==> src/rtl/nav_update_sched.sv <==
// Epoch scheduler/arbiter feeding nav_processor: one granted pos/vel per epoch, miss tracking.
// Define NAV_SCHED_FIXED_PRIO_EN for fixed priority (source 0 highest); default is round-robin.
//
// state | meaning
// IDLE  | stopped, epoch counter held at 0
// WAIT  | running, waiting for end of epoch
// ARB   | polling sources every cycle for a grant
// ISSUE | nav_load strobe cycle
module nav_update_sched #(
    parameter int NUM_SRC      = 4,
    parameter int DW           = 32,
    parameter int EPOCH_CYCLES = 1000,
    parameter int MISS_W       = 8
) (
    input  logic                       clk,
    input  logic                       rst,
    input  logic                       enable,
    input  logic [NUM_SRC-1:0]         src_valid,
    output logic [NUM_SRC-1:0]         src_ready,
    input  logic [NUM_SRC*DW-1:0]      src_pos,
    input  logic [NUM_SRC*DW-1:0]      src_vel,
    output logic [DW-1:0]              nav_pos,
    output logic [DW-1:0]              nav_vel,
    output logic                       nav_load,
    output logic [$clog2(NUM_SRC)-1:0] grant_id,
    output logic                       epoch_tick,
    output logic                       stale,
    output logic [MISS_W-1:0]          miss_cnt
);

    localparam int GW = $clog2(NUM_SRC);
    localparam int CW = $clog2(EPOCH_CYCLES);

    localparam logic [1:0] S_IDLE  = 2'd0;
    localparam logic [1:0] S_WAIT  = 2'd1;
    localparam logic [1:0] S_ARB   = 2'd2;
    localparam logic [1:0] S_ISSUE = 2'd3;

    logic [1:0]    state;
    logic [1:0]    state_nxt;
    logic [CW-1:0] epoch_cnt;
    logic [GW-1:0] last_grant;
    logic [GW-1:0] hit_idx;
    logic          hit;
    logic          grant_fire;
    logic          tick_int;
    int            search_start;

    assign tick_int   = (state != S_IDLE) && (epoch_cnt == CW'(EPOCH_CYCLES - 1));
    assign epoch_tick = tick_int;

`ifdef NAV_SCHED_FIXED_PRIO_EN
    assign search_start = 0;
`else
    assign search_start = int'(last_grant) + 1;
`endif

    // First valid source walking upward from search_start, wrapping at NUM_SRC.
    always_comb begin
        hit     = 1'b0;
        hit_idx = '0;
        for (int k = 0; k < NUM_SRC; k++) begin
            if (!hit && src_valid[(search_start + k) % NUM_SRC]) begin
                hit     = 1'b1;
                hit_idx = GW'((search_start + k) % NUM_SRC);
            end
        end
    end

    assign grant_fire = (state == S_ARB) && enable && hit;

    always_comb begin
        src_ready = '0;
        if (grant_fire) begin
            src_ready[hit_idx] = 1'b1;
        end
    end

    always_comb begin
        state_nxt = state;
        case (state)
            S_IDLE: begin
                if (enable) state_nxt = S_WAIT;
            end
            S_WAIT: begin
                if (!enable)       state_nxt = S_IDLE;
                else if (tick_int) state_nxt = S_ARB;
            end
            S_ARB: begin
                if (!enable)  state_nxt = S_IDLE;
                else if (hit) state_nxt = S_ISSUE;
            end
            S_ISSUE: begin
                if (!enable)       state_nxt = S_IDLE;
                else if (tick_int) state_nxt = S_ARB;
                else               state_nxt = S_WAIT;
            end
            default: state_nxt = S_IDLE;
        endcase
    end

    always_ff @(posedge clk or posedge rst) begin
        if (rst) begin
            state     <= S_IDLE;
            epoch_cnt <= '0;
        end else begin
            state <= state_nxt;
            // The cycle enable is first seen in IDLE counts as epoch cycle 0.
            if (state_nxt == S_IDLE) begin
                epoch_cnt <= '0;
            end else if (tick_int) begin
                epoch_cnt <= '0;
            end else begin
                epoch_cnt <= epoch_cnt + CW'(1);
            end
        end
    end

    always_ff @(posedge clk or posedge rst) begin
        if (rst) begin
            nav_pos    <= '0;
            nav_vel    <= '0;
            nav_load   <= 1'b0;
            grant_id   <= '0;
            last_grant <= GW'(NUM_SRC - 1);
            stale      <= 1'b0;
            miss_cnt   <= '0;
        end else begin
            nav_load <= grant_fire;
            if (grant_fire) begin
                nav_pos    <= src_pos[int'(hit_idx)*DW +: DW];
                nav_vel    <= src_vel[int'(hit_idx)*DW +: DW];
                grant_id   <= hit_idx;
                last_grant <= hit_idx;
                stale      <= 1'b0;
            end else if ((state == S_ARB) && enable && tick_int) begin
                stale <= 1'b1;
                if (miss_cnt != {MISS_W{1'b1}}) begin
                    miss_cnt <= miss_cnt + MISS_W'(1);
                end
            end
        end
    end

endmodule
==> config.mk <==
export PLATFORM = sky130hd
export DESIGN_NAME = nav_update_sched
export DESIGN_NICKNAME = d
export VERILOG_FILES = /design/src/rtl/nav_update_sched.sv
export SDC_FILE = /design/constraint.sdc
export NUM_CORES = 1
export LEC_CHECK = 0
export CORE_ASPECT_RATIO = 0.6
export CORE_MARGIN = 4
export CORE_UTILIZATION = 38
export DETAILED_ROUTE_END_ITERATION = 10
export PLACE_DENSITY = 0.8
export SYNTH_ARGS = -nofsm -noshare
export SYNTH_HDL_FRONTEND = slang
export SYNTH_SLANG_ARGS = --single-unit
==> constraint.sdc <==
create_clock -name clk -period 4.75 [get_ports clk]
set_input_delay 1.425 -clock clk [delete_from_list [all_inputs] [get_ports clk]]
set_output_delay 1.425 -clock clk [all_outputs]
set_load 0.005 [all_outputs]
==> impl_results.md <==
* Outcome: finished, final reports clean
* Count leader, synth: a31oi_1
* I/O Buffers at 343
* Yosys cell types at 45
* Vias per cell at 5.62
* Pint at 1.66 mW
* Syn Nets at 902
* Routed WL at 23,900 um
* Tot Pwr at 2.34 mW
* Main synth FF type: dfrtp_1
* Fmax at 0.215 GHz
* DR pass1 iterations at 5
* Synth top area share at 38.6%
* Die width at 166 um
* Initial antenna violation count at 0
* Sequential fraction of the synthesis area at 39.6%
* Crit path launch: src_valid[3]
* Count of state elements after synthesis at 90
* Crit. End Element: primary output
* Maxcap violations at 0
* Critical Path RT at 3.32 ns
* Initial core utilization at 39.1%
* Gpl congestion at 0.868
* Row cnt at 34
* Hold WC Path Type: reg2reg
* Finished Layout Cells at 1,152
* Starting DRT DRC Count at 472
* Final Critical Period at 4.66 ns
* Element type at the critical path start: input port
* Slew @ Worst Pin at 0.918 ns
* TritonCTS Buffers at 9
* Sw Share at 29.3%
* GRT overflow at 0
* CTS HTree Levels at 3
* Syn Area/Cell at 8.95 um^2
* CTS Hold Bufs at 0
* Core area at 14,600 um^2
* Largest area contributor in the netlist: dfrtp_1
* Final period util at 98.1%
* Comb pwr share at 30.7%
* Post-DR wirelength/cell at 20.7 um
* Max Root-Sink Buffers at 2
* Reg2reg setup slack at 2.13 ns
* CTS Root Cell: clkbuf_16
* Mapped cell area at 5700 um^2
* DIE AREA at 17,100 um^2
* Clock power share at 33.6%
* Final ANT Viol Nets at 0
* Post-synth EDFFs at 0
* Top Ports at 344
* CTS tree: built
* Cell leakage power at 3.82 nW
* Residual DRC count at 0
* Final hold vios at 0
* WP data arrival at 3.24 ns
* Layout area overhead at 69.1%
* GR Util All Layers at 26.4%
* Hold Crit Start: epoch_cnt[0]
* Via count at 6,469
* Setup CP Type: in2out
* Nets at 1,214
* CP max FO at 9
* Fin. max-slew vios at 0
* Worst skew pair latency at 0.34 ns
* P_sw at 0.686 mW
* N_diodes at 0
* RR Startpoint: last_grant[0]
* # setup viols final at 0
* Asr flop ratio synth at 100%
* Die H at 103 um
* Yosys warning total at 0
* Final HPWL DP at 17,300 um
* Final setup skew at 0.0111 ns
* Share of cells above drive strength 1 at 10.7%
* Vias in the first global route at 6,203
* Worst vdd ir at 0.000234 V
* Largest net degree at the start of global routing at 97
* Sequential Power Share at 35.7%
* Clk sinks at 90
* Unrepaired setup endpoints after global routing: no
* Slew HR at 38.8%
* Inst Count DP at 1,136
* First-pass GRT wire length at 35,600 um
* Post-CTS Setup Inserts at 0
* Largest cells by area after synthesis: dfrtp_1 39%, a31oi_1 14%, nor4_2 9.4%, a22oi_1 8.4%, nor2_1 5.5%
* Synth cell count leaders: 128 x a31oi_1, 88 x dfrtp_1, 83 x nor2_1, 64 x a22oi_1, 52 x inv_1
* Clk slew on worst S/H paths at 0.06 ns
* Syn Inst Count at 637
* Power Density at 243 nW/um^2
==> routing by layer <==
layer	wire length [um]	global-route usage (%)	part of all wire (%)
met5	0	0	0
met2	11500	44.6	48
met3	2030	7.93	8.5
met4	387	5.51	1.6
met1	9920	34.3	42
==> placed cells by master (no fill, tap or decap), types with 7 or more instances in the layout <==
cell,count
inv_1,51
nand2_1,8
clkbuf_16,9
nor4_2,43
xor2_1,7
a22oi_1,64
nor2_1,81
nor4b_1,17
buf_4,26
o21ai_0,7
a21oi_1,9
dfrtp_1,88
a31oi_1,128
clkdlybuf4s50_1,340
==> worst max-delay path, cell delays in order <==
cell and delay, ns:
dlygate4sd2_1 0.40, and3b_1 0.26, a2111oi_4 0.33, nand2_1 0.15, nor2_1 0.13, clkdlybuf4s50_1 0.53
==> cells by family (layout without fill, tap and decap cells) <==
kind of cell,after synthesis,count (layout),share of synthesized area [%]
AO/OA/AOI/OAI,220,220,25.9
XOR/XNOR,12,12,1.84
adder cells (fa/ha/maj),2,2,0.439
buffers and inverters,120,437,9.42
flip-flops,90,90,39.6
multiplexers,2,2,0.373
AND/OR/NAND/NOR,191,191,22.5
==> state kept, by name, indices dropped and copies added (netlist names) <==
name	flops
nav_load	1
miss_cnt	8
stale	1
nav_pos	32
grant_id	2
state	2
nav_vel	32
epoch_cnt	10
last_grant	2
==> power groups by stage <==
stage                     Sequential, mW  Combinational, mW  Clock [mW]
final                              0.835              0.720       0.788
after global routing               0.840              0.769       0.838
after CTS                          0.835              0.721       0.808
after detailed placement           0.850              0.718           0
after global placement             0.849              0.709           0
after floorplan                    0.847              0.326           0
==> per-stage QoR <==
step | utilization [%] | setup TNS (ns) | setup slack [ns] | hold WS (ns) | area [um^2]
after floorplan | - | 0 | 0.616 | 0.455 | 5700
after detailed placement | 63.8 | -0.398 | -0.120 | 0.485 | 9310
after global placement | 63.8 | -0.299 | -0.0944 | 0.474 | 9310
after CTS | 66.0 | 0 | 0.00179 | 0.494 | 9630
after global routing | 66.1 | 0 | 0.0247 | 0.507 | 9640
final | 66.1 | 0 | 0.0895 | 0.488 | 9640
==> area by class of cell <==
class                   count  area, um^2
fillers                  1208        4950
repair buffers            369        3630
multi-input cells         427        2980
flip-flops and latches     90        2250
well taps                 198         248
clock buffers               9         225
inverters                  52         198
clock inverters             7         101
==> timing repair <==
item                       4_1_cts  5_1_grt
pin swaps                        0        1
gates resized for setup          2        3
cloned                           0        0
setup endpoints to repair        4        3
==> final timing paths <==
path / to / depth (start not counted)
hold / removal: epoch_cnt[0] / 1
setup reg to reg: nav_vel[28] / 6
min in group asynchronous: nav_vel[11] / 2
setup / recovery: src_ready[3] / 6
max in group asynchronous: nav_vel[23] / 3
hold reg to reg: epoch_cnt[0] / 1
Power figures use the tool's default switching activity.
